===== config.mk =====
export PLATFORM = sky130hd
export DESIGN_NAME = pll_lock_seq_flat
export DESIGN_NICKNAME = d
export VERILOG_FILES = /design/src/rtl/pll_lock_seq_pkg.sv /design/src/rtl/pll_lock_seq_if.sv /design/src/rtl/pll_lock_debounce.sv /design/src/rtl/pll_lock_seq.sv /design/src/flat_wrapper.sv
export SDC_FILE = /design/constraint.sdc
export NUM_CORES = 1
export LEC_CHECK = 0
export ABC_AREA = 1
export CORE_MARGIN = 2
export CORE_UTILIZATION = 45
export CTS_CLUSTER_SIZE = 28
export DETAILED_ROUTE_END_ITERATION = 8
export GPL_ROUTABILITY_DRIVEN = 1
export HOLD_SLACK_MARGIN = 0.12
export PLACE_DENSITY_LB_ADDON = 0.12
export SLEW_MARGIN = 20
export SYNTH_ARGS = -nofsm -noshare
export SYNTH_HDL_FRONTEND = slang
export SYNTH_SLANG_ARGS = --single-unit

===== constraint.sdc =====
create_clock -name refclk -period 5 [get_ports refclk]
set_input_delay 0.5 -clock refclk [delete_from_list [all_inputs] [get_ports refclk]]
set_output_delay 0.5 -clock refclk [all_outputs]
set_load 0.02 [all_outputs]

===== src/rtl/pll_lock_seq_pkg.sv =====
// rtl/pll_lock_seq_pkg.sv - shared state encoding and counter width helper for the PLL lock sequencer
package pll_seq_pkg;

   localparam int SEQ_STATE_W = 2;

   typedef enum logic [SEQ_STATE_W-1:0] {
      WAIT_LOCK = 2'd0,
      SEQUENCE  = 2'd1,
      RUN       = 2'd2,
      FAULT     = 2'd3
   } seq_state_e;

   // Bits needed to hold 0..max_val, never less than one.
   function automatic int cnt_w(input int max_val);
      return (max_val < 1) ? 1 : $clog2(max_val + 1);
   endfunction

endpackage


===== src/rtl/pll_lock_seq_if.sv =====
// rtl/pll_lock_seq_if.sv - lock inputs and status outputs of pll_lock_seq; lock_timeout only with PLL_LOCK_SEQ_TIMEOUT_EN
interface pll_lock_seq_if #(
   parameter int NUM_CH = 4,
   parameter int CNT_W  = 8
);
   import pll_seq_pkg::*;

   logic [NUM_CH-1:0]       pll_locked;
   logic                    clear_stats;
   logic [NUM_CH-1:0]       ch_rst;
   logic                    all_locked;
   logic [NUM_CH-1:0]       lost_sticky;
   logic [NUM_CH*CNT_W-1:0] loss_cnt;
   logic [SEQ_STATE_W-1:0]  seq_state;
`ifdef PLL_LOCK_SEQ_TIMEOUT_EN
   logic                    lock_timeout;
`endif

   modport master (
      output pll_locked, clear_stats,
      input  ch_rst, all_locked, lost_sticky, loss_cnt, seq_state
`ifdef PLL_LOCK_SEQ_TIMEOUT_EN
      , input lock_timeout
`endif
   );

   modport slave (
      input  pll_locked, clear_stats,
      output ch_rst, all_locked, lost_sticky, loss_cnt, seq_state
`ifdef PLL_LOCK_SEQ_TIMEOUT_EN
      , output lock_timeout
`endif
   );
endinterface


===== src/rtl/pll_lock_debounce.sv =====
// rtl/pll_lock_debounce.sv - one channel: locked synchroniser, stable debounce counter and stable falling-edge pulse
module pll_lock_debounce
   import pll_seq_pkg::*;
#(
   parameter int SYNC_STAGES     = 2,
   parameter int LOCK_STABLE_CYC = 1024
) (
   input  logic clk_i,
   input  logic rst_i,
   input  logic locked_i,
   output logic stable_o,
   output logic fall_o
);
   localparam int CW = cnt_w(LOCK_STABLE_CYC);
   localparam logic [CW-1:0] STABLE_MAX = CW'(LOCK_STABLE_CYC);

   logic [SYNC_STAGES-1:0] sync_q, sync_d;
   logic [CW-1:0]          cnt_q, cnt_d;
   logic                   stable_prev_q;
   logic                   synced;

   assign synced   = sync_q[SYNC_STAGES-1];
   assign stable_o = (cnt_q == STABLE_MAX);
   assign fall_o   = stable_prev_q & ~stable_o;

   always_comb begin
      sync_d = {sync_q[SYNC_STAGES-2:0], locked_i};
      cnt_d  = '0;
      if (synced) begin
         cnt_d = stable_o ? cnt_q : cnt_q + 1'b1;
      end
   end

   always_ff @(posedge clk_i) begin
      if (rst_i) begin
         sync_q        <= '0;
         cnt_q         <= '0;
         stable_prev_q <= 1'b0;
      end else begin
         sync_q        <= sync_d;
         cnt_q         <= cnt_d;
         stable_prev_q <= stable_o;
      end
   end
endmodule


===== src/rtl/pll_lock_seq.sv =====
// rtl/pll_lock_seq.sv - multi-PLL lock supervisor with staggered reset release; PLL_LOCK_SEQ_TIMEOUT_EN adds lock_timeout
module pll_lock_seq
   import pll_seq_pkg::*;
#(
   parameter int NUM_CH          = 4,
   parameter int SYNC_STAGES     = 2,
   parameter int LOCK_STABLE_CYC = 1024,
   parameter int RST_STAGGER_CYC = 16,
   parameter int CNT_W           = 8
`ifdef PLL_LOCK_SEQ_TIMEOUT_EN
   , parameter int TIMEOUT_CYC   = 65536
`endif
) (
   input logic           refclk,
   input logic           rst,
   pll_lock_seq_if.slave bus
);
   localparam int SW = cnt_w(RST_STAGGER_CYC);
   localparam int IW = cnt_w(NUM_CH - 1);
   localparam logic [SW-1:0] STAG_LAST = SW'(RST_STAGGER_CYC - 1);
   localparam logic [IW-1:0] IDX_LAST  = IW'(NUM_CH - 1);

   seq_state_e              state_q, state_d;
   logic [NUM_CH-1:0]       ch_rst_q, ch_rst_d;
   logic                    all_locked_q, all_locked_d;
   logic [NUM_CH-1:0]       sticky_q, sticky_d;
   logic [NUM_CH*CNT_W-1:0] loss_q, loss_d;
   logic [SW-1:0]           stag_q, stag_d;
   logic [IW-1:0]           idx_q, idx_d;
   logic [NUM_CH-1:0]       stable, fall;
   logic                    loss_evt;

   for (genvar g = 0; g < NUM_CH; g++) begin : g_ch
      pll_lock_debounce #(
         .SYNC_STAGES    (SYNC_STAGES),
         .LOCK_STABLE_CYC(LOCK_STABLE_CYC)
      ) u_deb (
         .clk_i   (refclk),
         .rst_i   (rst),
         .locked_i(bus.pll_locked[g]),
         .stable_o(stable[g]),
         .fall_o  (fall[g])
      );
   end

   assign loss_evt = ((state_q == SEQUENCE) || (state_q == RUN)) && (|fall);

   always_comb begin
      state_d      = state_q;
      ch_rst_d     = ch_rst_q;
      all_locked_d = 1'b0;
      stag_d       = stag_q;
      idx_d        = idx_q;
      sticky_d     = bus.clear_stats ? '0 : sticky_q;
      loss_d       = bus.clear_stats ? '0 : loss_q;

      case (state_q)
         WAIT_LOCK: begin
            ch_rst_d = '1;
            if (&stable) begin
               state_d     = SEQUENCE;
               stag_d      = '0;
               idx_d       = '0;
               ch_rst_d[0] = 1'b0;
            end
         end
         SEQUENCE: begin
            // idx_q is the most recently released channel
            if (idx_q == IDX_LAST) begin
               state_d      = RUN;
               ch_rst_d     = '0;
               all_locked_d = 1'b1;
            end else if (stag_q == STAG_LAST) begin
               stag_d          = '0;
               idx_d           = idx_q + 1'b1;
               ch_rst_d[idx_d] = 1'b0;
            end else begin
               stag_d = stag_q + 1'b1;
            end
         end
         RUN: begin
            ch_rst_d     = '0;
            all_locked_d = 1'b1;
         end
         FAULT: begin
            state_d  = WAIT_LOCK;
            ch_rst_d = '1;
         end
         default: state_d = WAIT_LOCK;
      endcase

      if (loss_evt) begin
         state_d      = FAULT;
         ch_rst_d     = '1;
         all_locked_d = 1'b0;
         sticky_d     = sticky_d | fall;
         for (int i = 0; i < NUM_CH; i++) begin
            if (fall[i] && (loss_d[i*CNT_W +: CNT_W] != '1)) begin
               loss_d[i*CNT_W +: CNT_W] = loss_d[i*CNT_W +: CNT_W] + 1'b1;
            end
         end
      end
   end

   always_ff @(posedge refclk) begin
      if (rst) begin
         state_q      <= WAIT_LOCK;
         ch_rst_q     <= '1;
         all_locked_q <= 1'b0;
         sticky_q     <= '0;
         loss_q       <= '0;
         stag_q       <= '0;
         idx_q        <= '0;
      end else begin
         state_q      <= state_d;
         ch_rst_q     <= ch_rst_d;
         all_locked_q <= all_locked_d;
         sticky_q     <= sticky_d;
         loss_q       <= loss_d;
         stag_q       <= stag_d;
         idx_q        <= idx_d;
      end
   end

   assign bus.ch_rst      = ch_rst_q;
   assign bus.all_locked  = all_locked_q;
   assign bus.lost_sticky = sticky_q;
   assign bus.loss_cnt    = loss_q;
   assign bus.seq_state   = state_q;

`ifdef PLL_LOCK_SEQ_TIMEOUT_EN
   localparam int TW = cnt_w(TIMEOUT_CYC);
   localparam logic [TW-1:0] TMO_MAX = TW'(TIMEOUT_CYC);

   logic [TW-1:0] tmo_cnt_q, tmo_cnt_d;
   logic          tmo_q, tmo_d;

   always_comb begin
      tmo_cnt_d = '0;
      if (state_q == WAIT_LOCK) begin
         tmo_cnt_d = (tmo_cnt_q == TMO_MAX) ? tmo_cnt_q : tmo_cnt_q + 1'b1;
      end
      tmo_d = bus.clear_stats ? 1'b0 : (tmo_q | (tmo_cnt_d == TMO_MAX));
   end

   always_ff @(posedge refclk) begin
      if (rst) begin
         tmo_cnt_q <= '0;
         tmo_q     <= 1'b0;
      end else begin
         tmo_cnt_q <= tmo_cnt_d;
         tmo_q     <= tmo_d;
      end
   end

   assign bus.lock_timeout = tmo_q;
`endif
endmodule

===== src/flat_wrapper.sv =====
// flat-port wrapper written by rule: the top's interface ports become plain ports
module pll_lock_seq_flat import pll_seq_pkg::*;
#(
   parameter int NUM_CH          = 4,
   parameter int SYNC_STAGES     = 2,
   parameter int LOCK_STABLE_CYC = 1024,
   parameter int RST_STAGGER_CYC = 16,
   parameter int CNT_W           = 8

)
  (refclk, rst, bus_pll_locked, bus_clear_stats, bus_ch_rst, bus_all_locked, bus_lost_sticky, bus_loss_cnt, bus_seq_state);
  pll_lock_seq_if #(.NUM_CH(NUM_CH), .CNT_W(CNT_W)) bus_i ();
  input logic refclk;
  input logic rst;
  input wire logic [$bits(bus_i.pll_locked)-1:0] bus_pll_locked;
  input wire logic [$bits(bus_i.clear_stats)-1:0] bus_clear_stats;
  output wire logic [$bits(bus_i.ch_rst)-1:0] bus_ch_rst;
  output wire logic [$bits(bus_i.all_locked)-1:0] bus_all_locked;
  output wire logic [$bits(bus_i.lost_sticky)-1:0] bus_lost_sticky;
  output wire logic [$bits(bus_i.loss_cnt)-1:0] bus_loss_cnt;
  output wire logic [$bits(bus_i.seq_state)-1:0] bus_seq_state;
  assign bus_i.pll_locked = bus_pll_locked;
  assign bus_i.clear_stats = bus_clear_stats;
  assign bus_ch_rst = bus_i.ch_rst;
  assign bus_all_locked = bus_i.all_locked;
  assign bus_lost_sticky = bus_i.lost_sticky;
  assign bus_loss_cnt = bus_i.loss_cnt;
  assign bus_seq_state = bus_i.seq_state;
  pll_lock_seq #(.NUM_CH(NUM_CH), .SYNC_STAGES(SYNC_STAGES), .LOCK_STABLE_CYC(LOCK_STABLE_CYC), .RST_STAGGER_CYC(RST_STAGGER_CYC), .CNT_W(CNT_W)) u_core (.refclk(refclk), .rst(rst), .bus(bus_i));
endmodule

==> key figures, run 1 <==
Yosys
  • Seq/Total Area, Yosys: 0.371
  • Avg Cell Area, Syn: 6.84 sq um
  • Yosys warns: 0
  • Synth Cell Area: about 0.0057 sq mm
  • Syn Nets: 866
  • Synth top area cells: dfxtp_1 (37%), nand2_1 (15%), inv_1 (7.4%)
  • Area leader, netlist: dfxtp_1
  • Unique masters post-synth: ~40
  • Share of the synthesized area in the top cell type: 0.371
  • Seq cells post-synth: 106
  • Syn Inst Count: 837

Clock network
  • Clk slew on worst S/H paths: around 0.070 ns
  • Clock net sink count: 106
  • Clock Latency Late Sink: 0.36 ns
  • Clock root buffer: clkbuf_16
  • Post-CTS setup buffer count: 0
  • CTS-repair resized insts: 0
  • Hold_buf cts: 0
  • H-tree levels: 3
  • CTS tree: built
  • Cts bufs inserted: 9
  • Max Root-Sink Buffers: 2

Placed design
  • Gp weighted congestion: 0.817
  • Post-DP HPWL: 8250 um
  • IO buf count: 49

Cells and area
  • Layout net count: 910
  • Share of layout cells above drive strength 1: 0.0745
  • Layout area overhead: 15.3%
  • Diodes inserted: 0

Route
  • DRT Wirelength: around 12000 um
  • Total iterations of the first detailed-routing run: 4
  • # DRC: 0
  • Final ANT Viol Nets: 0
  • DRT iter0 DRCs: 345
  • Drt via density: 4.80
  • Vias post-DR: 5079
  • DR WL/cell: around 11 um

STA
  • Final Slew Violations: 0
  • Worst-Margin Slew: 0.725 ns
  • Worst rel slew slack: 0.515
  • RSZ-0062 raised after global routing: false
  • Final min period: 2.92 ns
  • Fmax: approximately 340 MHz
  • Setup_tns: 0 ns
  • Final worst clock skew: 0.0128 ns
  • Post-route clock period utilization: 0.585
  • Setup violators final: 0
  • Final Hold Viols: 0

Worst setup path
  • Critical path's largest stage delay: 0.78 ns
  • CP Capture Type: flop
  • Crit Path Class: input pin to flop
  • Arrival @ worst endpoint: 3.20 ns
  • Worst-path fanout max: 15
  • Startpoint Class: input pin
  • Critical Path, Cell by Cell: clkdlybuf4s50_1, buf_4, nor2_1, ha_1, inv_1, nor3_2, nand4_2, nand2_4, inv_4, o21ai_1, nand2_1, a21oi_1
  • WP buf/inv: 4
  • Top delay family on crit path: buffers and inverters
  • Req. time, crit path: 5.28 ns
  • Worst path slowest cell: clkdlybuf4s50_1

Run
  • Max-cap violations: 0

Global routing
  • Vias in the first global route: 4616
  • Total track usage: 0.180
  • First-pass GRT wire length: between 15000 and 20000 um
  • Initial antenna violation count: 0
  • Pin count of the biggest net entering global routing: 52
  • Global route overflow: 0

Power and ir drop
  • Internal: around 1.3 mW
  • Reg power frac: 0.508
  • PD cells: between 200 and 300 mW/mm^2
  • Combinational share of power: 0.066
  • Switching power: ~400 uW
  • Worst vdd ir: approximately 0.00018 V
  • Leak Pwr: around 2.7 nW
  • Total power: 1.71 mW
  • Clock power frac: 0.426
  • Net Sw Frac: 0.233

Die
  • # rows: slightly above 40
  • Initial Utilization: 0.458
  • Core ar.: 0.0125 sq mm
  • Top-level I/O count: 50
  • Die W: 117 um
  • Die Y: 117 um
  • Die area: between 0.01 and 0.015 sq mm

Outcome
  • Status: finished, final reports clean

Min path
  • Hold Crit Class: flop to flop
## cell type report
type,instances,area [sq um]
tap,172,215
sequential,106,2120
fill,1241,5910
multi-input combinational,591,2990
timing repair buffer,51,500
clock inverter,5,52.6
inverter,122,468
clock buffer,11,253
## layer usage
metal,vias to the layer above,routed length [um],track usage
met1,2283,5560,0.225
li1,2711,-,-
met2,73,5510,0.314
met4,0,191,0.0706
met3,12,389,0.0283
met5,-,0,0
## registers in the layout, summed over array words and instances (netlist names)
register / cells
u_core.idx_q: 2
u_core.bus.loss_cnt: 32
u_core.g_ch.u_deb.cnt_q: 44
u_core.g_ch.u_deb.sync_q: 8
u_core.bus.all_locked: 1
u_core.stag_q: 5
u_core.bus.lost_sticky: 4
u_core.g_ch.u_deb.stable_prev_q: 4
u_core.bus.ch_rst: 4
u_core.bus.seq_state: 2
## cell families after synthesis
kind of cell,count (synthesis),share of synthesized area
flops,106,0.371
xor+xnor,26,0.0398
fa+ha+maj,22,0.0481
simple gates,424,0.324
compound gates,119,0.111
buf+inv,140,0.107
## worst reg2reg max path: stages (launching register included)
cell,delay (ns)
dfxtp_1,0.36
inv_1,0.08
ha_1,0.20
nand2_1,0.06
nor3_1,0.04
nand2_1,0.20
nand2_1,0.12
nand4_1,0.13
nand2_4,0.29
inv_2,0.60
nand2_1,0.16
a21oi_2,0.14
## through the flow
step	setup slack (ns)	area, sq um	util	instances	hold slack, ns
3_3_place_gp	1.85	6300	0.503	1042	0.391
3_5_place_dp	1.73	6300	0.503	1042	0.394
5_1_grt	1.85	6610	0.528	1058	0.423
2_1_floorplan	2.91	5730	-	837	0.388
4_1_cts	2.09	6610	0.528	1058	0.403
6_report	2.08	6610	0.528	1058	0.402
## power by group through the flow
stage          combinational (mW)  sequential, mW  clock, mW
2_1_floorplan              0.0750           0.894          0
3_3_place_gp                0.112           0.888          0
3_5_place_dp                0.113           0.889          0
4_1_cts                     0.114           0.869      0.752
5_1_grt                     0.129           0.871      0.781
6_report                    0.113           0.869      0.729
## path summary, 6_finish.rpt
kind                                                      from                              to  slack (ns)  cells after the start
worst max-delay path                           bus_clear_stats         u_core.bus.loss_cnt[22]        2.08                     12
worst min register to register  u_core.g_ch[3].u_deb.sync_q[0]  u_core.g_ch[3].u_deb.sync_q[1]        0.40                      2
worst max register to register   u_core.g_ch[0].u_deb.cnt_q[0]         u_core.bus.loss_cnt[26]        2.55                     11
worst min-delay path            u_core.g_ch[3].u_deb.sync_q[0]  u_core.g_ch[3].u_deb.sync_q[1]        0.40                      2
## cells in the final DEF, fill, tap and decap left out, drive strengths merged
master           n
nor3            20
clkbuf          11
clkinvlp         1
o211ai           3
a21oi           71
o2111ai          1
clkdlybuf4s50   48
inv            122
xnor2            9
o21ai           41
nand3           22
nand4           13
dfxtp          106
ha              22
nand3b           1
nor4             1
nand2          244
a211oi           1
clkinv           3
bufinv           1
a31oi            2
buf              3
xor2            17
nor2           112
and2             1
or2              4
nor3b            4
or3              2
## cells in the mapped netlist (all sizes together)
master,count
inv,122
or3,2
xor2,17
nand4,13
nand3,22
nand3b,1
dfxtp,106
o2111ai,1
clkbuf,7
o21ai,41
nor3,20
nand2,244
a21oi,71
nor4,1
buf,11
xnor2,9
and2,1
o211ai,3
a31oi,2
nor3b,4
nor2,112
a211oi,1
or2,4
ha,22
Note: power is estimated with default switching activity, not from simulation.
==> run 2, diff against run 1 <==
- clock period: 5 -> 2.3 ns (I/O delays scaled with it)
==> run 2 against run 1 <==
Global-route usage is 0.63 points higher. Critical endpoint is now u_core.bus.loss_cnt[4]. Core utilization is 1.7 points higher. Critical path type is now flop to flop. Largest cell class unchanged. Clock skew decreased by 0.00054 ns. Via count grew 0.95%.
==> key figures, run 2 (synthesis gave the netlist of run 1 again) <==
STA
  • Worst Hold Slack: 0.367 ns (-0.0347 ns)
  • Fmax: 501 MHz
  • Setup slack after layout: 0.302 ns (-1.77 ns)
  • Setup violators final: 0 (unchanged)
  • Final min period: 2.00 ns
  • Worst-Margin Slew: 0.602 ns (-0.123 ns)
  • Final worst clock skew: 0.0122 ns (-0.000540 ns)
  • Post-route clock period utilization: 0.869
  • RSZ-0062 raised after global routing: false
  • Setup_tns: 0 ns (unchanged)
  • Final Hold Viols: 0 (unchanged)
  • Worst rel slew slack: 0.599 (+0.0837)
  • Final Slew Violations: 0 (unchanged)

Cells and area
  • Layout net count: 933 (+2.5%)
  • Share of layout cells above drive strength 1: 0.0968 (+0.0223)
  • Commonest cells after routing, fill and taps aside: nand2_1 (230), inv_1 (113), dfxtp_1 (106)
  • Biggest register: u_core.g_ch.u_deb.cnt_q
  • Layout area overhead: 19.0%
  • Max reg flops: 44 (unchanged)
  • Final Non-Filler Cells: 1081 (+2.2%)
  • Commonest non-fill, non-tap cell in the layout: nand2_1
  • Layout Utilization: 0.545 (+0.0169)
  • Post-route cell area: 0.00682 sq mm (+3.2%)
  • Diodes inserted: 0 (unchanged)

Worst setup path
  • Path depth of the worst reg2reg path: 11 (unchanged)
  • CP endpoint: u_core.bus.loss_cnt[4]
  • Critical Path Start: u_core.g_ch[2].u_deb.cnt_q[0]
  • Startpoint Class: flop
  • Worst path slowest cell: dfxtp_1
  • Most Frequent Cell on Critical Path: nand2_1
  • Worst reg-to-reg setup slack: 0.30 ns (-2.25 ns)
  • R2r endpoint: u_core.bus.loss_cnt[4]
  • Worst-path fanout max: 18 (+3)
  • Crit Path Class: flop to flop
  • Critical Path, Cell by Cell: inv_1, ha_1, nand2_1, nor3_1, nand2_1, nand2_1, nand4_1, nand2_4, buf_4, nand3_1, a21oi_1
  • Arrival @ worst endpoint: 2.28 ns (-0.92 ns)
  • Worst reg2reg startpoint: u_core.g_ch[2].u_deb.cnt_q[0]
  • Critical path's largest stage delay: 0.33 ns (-0.45 ns)
  • Req. time, crit path: 2.58 ns (-2.70 ns)
  • CP Capture Type: flop

Global routing
  • Pin count of the biggest net entering global routing: 51 (-1.9%)
  • Initial antenna violation count: 0 (unchanged)
  • Total track usage: 0.187 (+0.00626)
  • First-pass GRT wire length: 20500 um (+2.7%)
  • Global route overflow: 0 (unchanged)
  • Vias in the first global route: 4708 (+2.0%)

Clock network
  • Hold_buf cts: 0 (unchanged)
  • H-tree levels: 3 (unchanged)
  • Clk slew on worst S/H paths: 0.07 ns (about the same)
  • Cts bufs inserted: 9 (unchanged)
  • CTS tree: built
  • Post-CTS setup buffer count: 0 (unchanged)
  • CTS-repair resized insts: 0 (unchanged)
  • Clock net sink count: 106 (unchanged)
  • Clock root buffer: clkbuf_16
  • Clock Latency Late Sink: 0.35 ns (about the same)
  • Max Root-Sink Buffers: 2 (unchanged)

Power and ir drop
  • PD cells: 548 mW/mm^2 (+110%)
  • Leak Pwr: 2.80 nW (+4.6%)
  • Total power: 3.74 mW (+120%)
  • Worst vdd ir: 0.000450 V (+140%)

Die
  • Die W: 117 um (unchanged)
  • Core ar.: 0.0125 sq mm (unchanged)
  • Initial Utilization: 0.458 (unchanged)
  • Top-level I/O count: 50 (unchanged)
  • Die area: 0.0136 sq mm (unchanged)
  • Die Y: 117 um (unchanged)
  • # rows: 41 (unchanged)

Placed design
  • DP Area: 0.00651 sq mm (+3.3%)
  • Setup WS pre-CTS: 0.0232 ns (-1.70 ns)
  • Post-DP HPWL: 8770 um (+6.3%)
  • Cells after DPL: 1065 (+2.2%)
  • Gp weighted congestion: 0.854 (+4.5%)
  • IO buf count: 49 (unchanged)

Outcome
  • Status: finished, final reports clean

Run
  • Max-cap violations: 0 (unchanged)

Route
  • Vias post-DR: 5127 (+0.95%)
  • # DRC: 0 (unchanged)
  • DRT iter0 DRCs: 282 (-18%)
  • Drt via density: 4.74 (-1.2%)
  • Final ANT Viol Nets: 0 (unchanged)
  • DR WL/cell: 11.1 um (+0.82%)
  • Total iterations of the first detailed-routing run: 4 (unchanged)
  • DRT Wirelength: 12000 um (+3.0%)

Min path
  • Hold Crit Class: input pin to flop
run 2: metal layers:
| layer | vias up | routed length, um | share of wire | track usage |
|---|---|---|---|---|
| met5 | - | 0 | 0 | 0 |
| met4 | 0 | 226 | 0.019 | 0.0816 |
| met3 | 17 | 404 | 0.034 | 0.0309 |
| met2 | 83 | 5740 | 0.48 | 0.328 |
| met1 | 2277 | 5630 | 0.47 | 0.226 |
| li1 | 2750 | - | - | - |
run 2: worst min-delay path by stage:
stage / to / cells after the start / slack (ns) / start
after global placement: u_core.g_ch[1].u_deb.sync_q[1] / 2 / 0.39 / u_core.g_ch[1].u_deb.sync_q[0]
after CTS: u_core.bus.seq_state[0] / 4 / 0.37 / rst
after floorplan: u_core.g_ch[0].u_deb.sync_q[0] / 2 / 0.34 / bus_pll_locked[0]
final: u_core.bus.seq_state[0] / 4 / 0.37 / rst
after detailed placement: u_core.g_ch[1].u_deb.sync_q[1] / 2 / 0.39 / u_core.g_ch[1].u_deb.sync_q[0]
after global routing: u_core.g_ch[1].u_deb.sync_q[1] / 2 / 0.41 / u_core.g_ch[1].u_deb.sync_q[0]
run 2: report_power, final:
group	switching (mW)	internal [mW]
Sequential	0.0225	1.87
Combinational	0.162	0.0996
Clock	0.685	0.903
Total	0.870	2.87
run 2: final cells by class:
class | instances | area, sq um
multi-input combinational | 591 | 2990
timing repair buffer | 74 | 711
tap | 172 | 215
clock buffer | 12 | 256
clock inverter | 4 | 50.0
sequential | 106 | 2120
inverter | 122 | 468
fill | 1282 | 5700
run 2: critical path, delay by kind of cell, from the launching register on:
family                     cells  cell delay (ns)
adders and majority gates      1             0.15
buffers and inverters          2             0.35
and+or+nand+nor                7             0.94
DFF                            1             0.33
AOI/OAI and AO/OA              1             0.14
